**src/rtl/button_mmio.sv**
```systemverilog
// button_mmio: memory-mapped push-button peripheral between the processor
// data-memory port and RAM.
//
// Each of NUM_BTN channels runs a two-flop synchroniser and a debouncer. A
// debounced 0->1 transition is a press: it sets a sticky PRESS bit and bumps
// a saturating 16-bit press counter (once per edge, however many channels
// pressed on that edge).
//
// Register window (word addresses BASE_ADDR .. BASE_ADDR+3):
//   +0 LEVEL  debounced levels, read-only
//   +1 PRESS  sticky press flags, write-1-to-clear (a new press beats the clear)
//   +2 COUNT  saturating press counter, any write clears (the write beats a press)
//   +3 MASK   interrupt enables (only with BUTTON_MMIO_IRQ_EN, else reads 0)
// Accesses inside the window are served here and never reach RAM. All other
// addresses pass through unchanged.
//
// Build option: define BUTTON_MMIO_IRQ_EN to compile in the MASK register and
// the registered irq = |(PRESS & MASK). Without it, irq is tied to 0.
//
// Ports:
//   clock         system clock, rising edge
//   reset         asynchronous active-low reset
//   btn_raw       raw asynchronous buttons, 1 = pressed
//   address_dmem  processor word address
//   wren          processor write enable
//   data          processor write data
//   q_ram         RAM read data
//   q_dmem        read data to processor (combinational mux)
//   ram_wren      write enable forwarded to RAM
//   irq           level interrupt request

// One button channel: synchroniser, debounce counter, stable level.
// press is the combinational strobe for the edge on which the stable level
// is about to go 0->1, so the top can set PRESS on that same edge.
module button_mmio_chan #(
    parameter int DEBOUNCE_CYCLES = 16
) (
    input  logic clock,
    input  logic reset,
    input  logic btn_raw,
    output logic level,
    output logic press
);
    localparam int            CW       = $clog2(DEBOUNCE_CYCLES) + 1;
    localparam logic [CW-1:0] CNT_LAST = CW'(DEBOUNCE_CYCLES - 1);

    logic [1:0]    sync_ff;
    logic [CW-1:0] cnt;
    logic          stable;
    logic          sync;
    logic          accept;

    assign sync   = sync_ff[1];
    // The synchronised input has disagreed with stable for DEBOUNCE_CYCLES
    // consecutive edges (counting this one): take the new level now.
    assign accept = (sync != stable) && (cnt == CNT_LAST);

    always_ff @(posedge clock or negedge reset) begin
        if (!reset) begin
            sync_ff <= '0;
            cnt     <= '0;
            stable  <= 1'b0;
        end else begin
            sync_ff <= {sync_ff[0], btn_raw};
            if (sync == stable) begin
                cnt <= '0;
            end else if (accept) begin
                stable <= sync;
                cnt    <= '0;
            end else begin
                cnt <= cnt + 1'b1;
            end
        end
    end

    assign level = stable;
    assign press = accept & sync;
endmodule

module button_mmio #(
    parameter int          NUM_BTN         = 4,
    parameter int          DEBOUNCE_CYCLES = 16,
    parameter logic [31:0] BASE_ADDR       = 32'd1000
) (
    input  logic               clock,
    input  logic               reset,
    input  logic [NUM_BTN-1:0] btn_raw,
    input  logic [31:0]        address_dmem,
    input  logic               wren,
    input  logic [31:0]        data,
    input  logic [31:0]        q_ram,
    output logic [31:0]        q_dmem,
    output logic               ram_wren,
    output logic               irq
);
    typedef struct packed {
        logic       hit;
        logic [1:0] offset;
        logic       wr;
    } bus_req_t;

    bus_req_t           req;
    logic [31:0]        rel_addr;
    logic [NUM_BTN-1:0] level;
    logic [NUM_BTN-1:0] press_evt;
    logic [NUM_BTN-1:0] wdata_btn;
    logic [NUM_BTN-1:0] press_q;
    logic [NUM_BTN-1:0] press_nxt;
    logic [15:0]        count_q;
    logic [15:0]        count_nxt;
    logic               wr_press;
    logic               wr_count;
    logic               wr_mask;
    logic [31:0]        mask_rd;
    logic [31:0]        reg_rd;
    logic               unused_data;

    // Unsigned offset from the base: addresses below BASE_ADDR wrap to large
    // values, so a single compare covers both ends of the window.
    assign rel_addr = address_dmem - BASE_ADDR;

    always_comb begin
        req.hit    = (rel_addr < 32'd4);
        req.offset = rel_addr[1:0];
        req.wr     = wren & req.hit;
    end

    assign ram_wren  = wren & ~req.hit;
    assign wdata_btn = data[NUM_BTN-1:0];
    assign wr_press  = req.wr && (req.offset == 2'd1);
    assign wr_count  = req.wr && (req.offset == 2'd2);
    assign wr_mask   = req.wr && (req.offset == 2'd3);
    // Write data above NUM_BTN is dropped by design.
    assign unused_data = ^data;

    for (genvar i = 0; i < NUM_BTN; i++) begin : g_chan
        button_mmio_chan #(
            .DEBOUNCE_CYCLES(DEBOUNCE_CYCLES)
        ) u_chan (
            .clock  (clock),
            .reset  (reset),
            .btn_raw(btn_raw[i]),
            .level  (level[i]),
            .press  (press_evt[i])
        );
    end

    always_comb begin
        // Clear first, then OR in new presses so a press beats the W1C.
        press_nxt = press_q;
        if (wr_press) press_nxt = press_nxt & ~wdata_btn;
        press_nxt = press_nxt | press_evt;

        // A write beats a same-edge increment.
        count_nxt = count_q;
        if (wr_count) begin
            count_nxt = '0;
        end else if ((|press_evt) && (count_q != 16'hFFFF)) begin
            count_nxt = count_q + 16'd1;
        end
    end

    always_ff @(posedge clock or negedge reset) begin
        if (!reset) begin
            press_q <= '0;
            count_q <= '0;
        end else begin
            press_q <= press_nxt;
            count_q <= count_nxt;
        end
    end

`ifdef BUTTON_MMIO_IRQ_EN
    logic [NUM_BTN-1:0] mask_q;
    logic [NUM_BTN-1:0] mask_nxt;
    logic               irq_q;

    assign mask_nxt = wr_mask ? wdata_btn : mask_q;

    // Built from the next-state values so irq matches PRESS/MASK as they
    // stand after every edge.
    always_ff @(posedge clock or negedge reset) begin
        if (!reset) begin
            mask_q <= '0;
            irq_q  <= 1'b0;
        end else begin
            mask_q <= mask_nxt;
            irq_q  <= |(press_nxt & mask_nxt);
        end
    end

    assign irq     = irq_q;
    assign mask_rd = 32'(mask_q);
`else
    logic unused_mask_wr;

    // Offset 3 is still decoded (kept off RAM) but has no storage.
    assign unused_mask_wr = wr_mask;
    assign irq            = 1'b0;
    assign mask_rd        = '0;
`endif

    always_comb begin
        reg_rd = '0;
        case (req.offset)
            2'd0:    reg_rd = 32'(level);
            2'd1:    reg_rd = 32'(press_q);
            2'd2:    reg_rd = 32'(count_q);
            default: reg_rd = mask_rd;
        endcase
        q_dmem = req.hit ? reg_rd : q_ram;
    end
endmodule
```
**config.mk**
```make
export PLATFORM = sky130hd
export DESIGN_NAME = button_mmio
export DESIGN_NICKNAME = d
export VERILOG_FILES = /design/src/rtl/button_mmio.sv
export SDC_FILE = /design/constraint.sdc
export NUM_CORES = 1
export LEC_CHECK = 0
export CAP_MARGIN = 25
export CORE_AREA = 2 2 85 95
export CTS_BUF_LIST = sky130_fd_sc_hd__clkbuf_16
export DETAILED_ROUTE_END_ITERATION = 10
export DIE_AREA = 0 0 87 97
export HOLD_SLACK_MARGIN = 0.05
export PLACE_DENSITY = 0.82
export REMOVE_ABC_BUFFERS = 1
export SYNTH_ARGS = -nofsm -noshare
export SYNTH_HDL_FRONTEND = slang
export SYNTH_SLANG_ARGS = --single-unit
```
**constraint.sdc**
```tcl
create_clock -name clock -period 7.5 [get_ports clock]
set_input_delay 1.5 -clock clock [delete_from_list [all_inputs] [get_ports clock]]
set_output_delay 1.5 -clock clock [all_outputs]
set_load 0.1 [all_outputs]
```
==> metrics.md <==
| Metric | Value |
|---|---|
| Run status | `finished, final reports clean` |
| Design area | `0.00466 mm²` |
| Data arrival time at the worst-slack endpoint | `between 5000 and 6000 ps` |
| Met2 wire length | `between 3000 and 4000 µm` |
| Critical path fanouts, max | `48` |
| Worst Clk Skew | `~3.5 ps` |
| Synthesized cell area | `0.00329 mm²` |
| Yosys reg bits | `between 50 and 60` |
| Worst-margin pin slew | `between 800 and 900 ps` |
| Rows | `33` |
| Share of cells above drive strength 1 | `11.0%` |
| Die Width | `slightly below 90 µm` |
| Clk buf depth | `2` |
| RSZ-0062 raised after global routing | `false` |
| Slew Limit Fails | `0` |
| DP Area | `~0.0045 mm²` |
| Diode count | `0` |
| Max_slew headroom | `between 40% and 50%` |
| CTS root buf | `clkbuf_16` |
| EDFF count, synth | `0` |
| Synthesized instance count | `370` |
| Pleak | `between 0.0015 and 0.002 µW` |
| Worst R2R Path Depth | `8` |
| CTS sink count | `52` |
| Global-route wire length before repair | `between 10000 and 15000 µm` |
| Worst Setup Start Kind | `primary input` |
| Via density | `5.56` |
| Core ar. | `0.00739 mm²` |
| Total CTS buffers | `5` |
| Drt pass-1 iters | `4` |
| Die Y | `slightly below 100 µm` |
| FILL cells | `577` |
| Area delta synth->final | `41.4%` |
| Clock Latency Late Sink | `290 ps` |
| Tcrit/Tclk final | `around 87%` |
| Vias in the first global route | `between 2000 and 3000` |
| Per-cell routed wire length | `14.6 µm` |
| Largest net degree at the start of global routing | `just under 50` |
| Hold path endpoint | `g_chan[0].u_chan.sync_ff[1]` |
| Final min period | `approximately 6500 ps` |
| Worst Min Path Start | `g_chan[0].u_chan.sync_ff[0]` |
| DRC viols | `0` |
| Initial antenna violation count | `0` |
| Gr ovfl total | `0` |
| FMAX | `153 MHz` |
| Hold Crit Class | `reg -> reg` |
| Post-synth top area share | `between 30% and 40%` |
| Post-synth ARST share | `100%` |
| Synthesized area per cell | `~9 µm²` |
| PwrDens | `150 mW/mm²` |
| DR vias | `between 3000 and 4000` |
| Routability cong. | `0.876` |
| Crit end category | `output pin` |
| Setup repair bufs after CTS | `0` |
| Ranking of synthesized cells by area | `dfrtp_1, xnor2_1, mux2i_1, nand2_1, nor2b_1` |
| Final hold vios | `0` |
| Worst flop-to-flop path startpoint | `g_chan[2].u_chan.cnt[0]` |
| CTS clock-pin slew for the worst setup and hold paths | `around 70 ps` |
| CTS tree | `done` |
| Yosys warning total | `0` |
| Worst hold margin | `roughly 350 ps` |
| Critical path type | `in -> out` |
| Final setup fails | `0` |
| Cts repair resizes | `0` |
| Synth cell count leaders | `dfrtp_1, nand2_1, nor2b_1, xnor2_1, nor2_1` |
| IO buf count | `~110` |
| R2r setup slk | `between 5000 and 6000 ps` |
| M1 WL | `about 3600 µm` |
| Hold depth | `0` |
| Netlist cell types | `50` |
| Htree depth | `2` |
| Worst vdd ir | `between 0.00015 and 0.0002 V` |
| Worst reg2reg path endpoint | `count_q[12]` |
| Initial core utilization | `44.6%` |
| Post-CTS Hold Fix Bufs | `0` |
| Most common cell in the netlist | `dfrtp_1` |
| Io pins | `between 100 and 150` |
| DIE AREA | `0.00844 mm²` |
| GRT Overall Usage | `approximately a fifth` |
| Initial DRC Count | `147` |
| Maxcap violations | `0` |
| Top Layer Used | `met4` |
| Predominant post-synthesis flop cell | `dfrtp_1` |
| Met3 WL post-DR | `about 630 µm` |
| Leading area contributor after synthesis | `dfrtp_1` |
| Post-synthesis sequential area ratio | `about two fifths` |
| Final nets | `between 500 and 600` |
| Worst Path Required | `about 6000 ps` |
| Routed Antenna Nets | `0` |
| Total Wirelength | `~8200 µm` |
| Post-DP HPWL | `6280 µm` |
[critical path, cell delays in order]
cell	delay, ps
clkdlybuf4s50_1	550
inv_1	60
ha_1	240
or3b_1	410
nor2_1	290
o2111ai_1	170
or4_4	590
nor4_4	330
buf_12	290
mux2_1	350
buf_4	230
[metal layers]
layer	track usage, %	vias to the layer above
met5	0	-
met4	4.33	0
met3	4.18	10
met2	33.6	110
met1	24.4	1484
li1	-	1511
[cells in the final DEF, fill, tap and decap left out, types with 2 or more instances in the layout]
cell type        Yosys  routed
o211ai_1             4       4
xnor2_1             24      24
and3_1               4       4
buf_12               0      14
nor4_1              12      11
nor3_1              14      14
nand4_1              5       5
and4_1               2       2
nand2_1             44      44
or3_1                4       4
o21ai_0             12      12
nor2_1              23      23
clkbuf_16            0       5
inv_1               21      22
mux2i_1             17      17
a21oi_1             21      21
mux2_2               3       3
nand3_1              9       9
clkdlybuf4s50_1      0      73
nor3b_1              6       6
dfrtp_1             52      52
o2111ai_1            6       6
mux2_1               4       4
nor4b_1              4       4
or4_1                2       2
and2_1               4       4
buf_4                4      22
nor2b_1             24      24
nand2b_1             5       5
ha_1                 6       6
o41ai_1              4       4
[registers in the layout, summed over array words and instances, names as in the netlist]
name and flops:
g_chan.u_chan.cnt 20, press_q 4, count_q 16, g_chan.u_chan.sync_ff 8, g_chan.u_chan.level 4
[how the worst max path moves through the flow]
stage,from,endpoint,slack (ps),depth (start not counted)
floorplan,address_dmem[3],q_dmem[10],-310,8
global placement,address_dmem[3],q_dmem[13],980,11
detailed placement,address_dmem[3],q_dmem[13],970,11
CTS,address_dmem[3],q_dmem[13],960,11
global route,address_dmem[3],q_dmem[13],760,11
finish,address_dmem[3],q_dmem[2],970,11
[power breakdown]
group	internal (µW)	switching [µW]	leakage, µW
combinational	73.0	115	0.00122
sequential	288	5.52	0.000614
clock	121	96.6	0.0000687
[cell families (layout without fill, tap and decap cells)]
kind of cell,Yosys count,in the layout,synth area share [%]
AOI/OAI and AO/OA,58,58,11.6
xor gates and xnor gates,24,24,6.38
other,1,1,0.114
buffers and inverters,36,139,4.60
adders and majority gates,6,6,2.28
and+or+nand+nor,169,169,27.9
DFF,52,52,39.5
muxes,24,24,7.56
[stage by stage]
stage	util [%]	setup TNS, ps	setup slack, ps	cells	total power (µW)
after global placement	60.7	0	983	550	483
after CTS	63.0	0	956	560	704
after floorplan	-	-3710	-309	355	402
after global routing	63.0	0	755	560	728
final	63.0	0	969	560	699
after detailed placement	61.1	0	973	552	487
[area by class of cell]
type | count | area (µm²) | share of cell area [%]
Multi-Input combinational cell | 282 | 1850 | 39.7
Clock buffer | 5 | 125 | 2.69
Sequential cell | 52 | 1300 | 27.9
Clock inverter | 3 | 15.0 | 0.322
Tap cell | 87 | 109 | 2.34
Inverter | 21 | 78.8 | 1.69
Timing Repair Buffer | 110 | 1180 | 25.4
(Power assumes the default switching activity.)
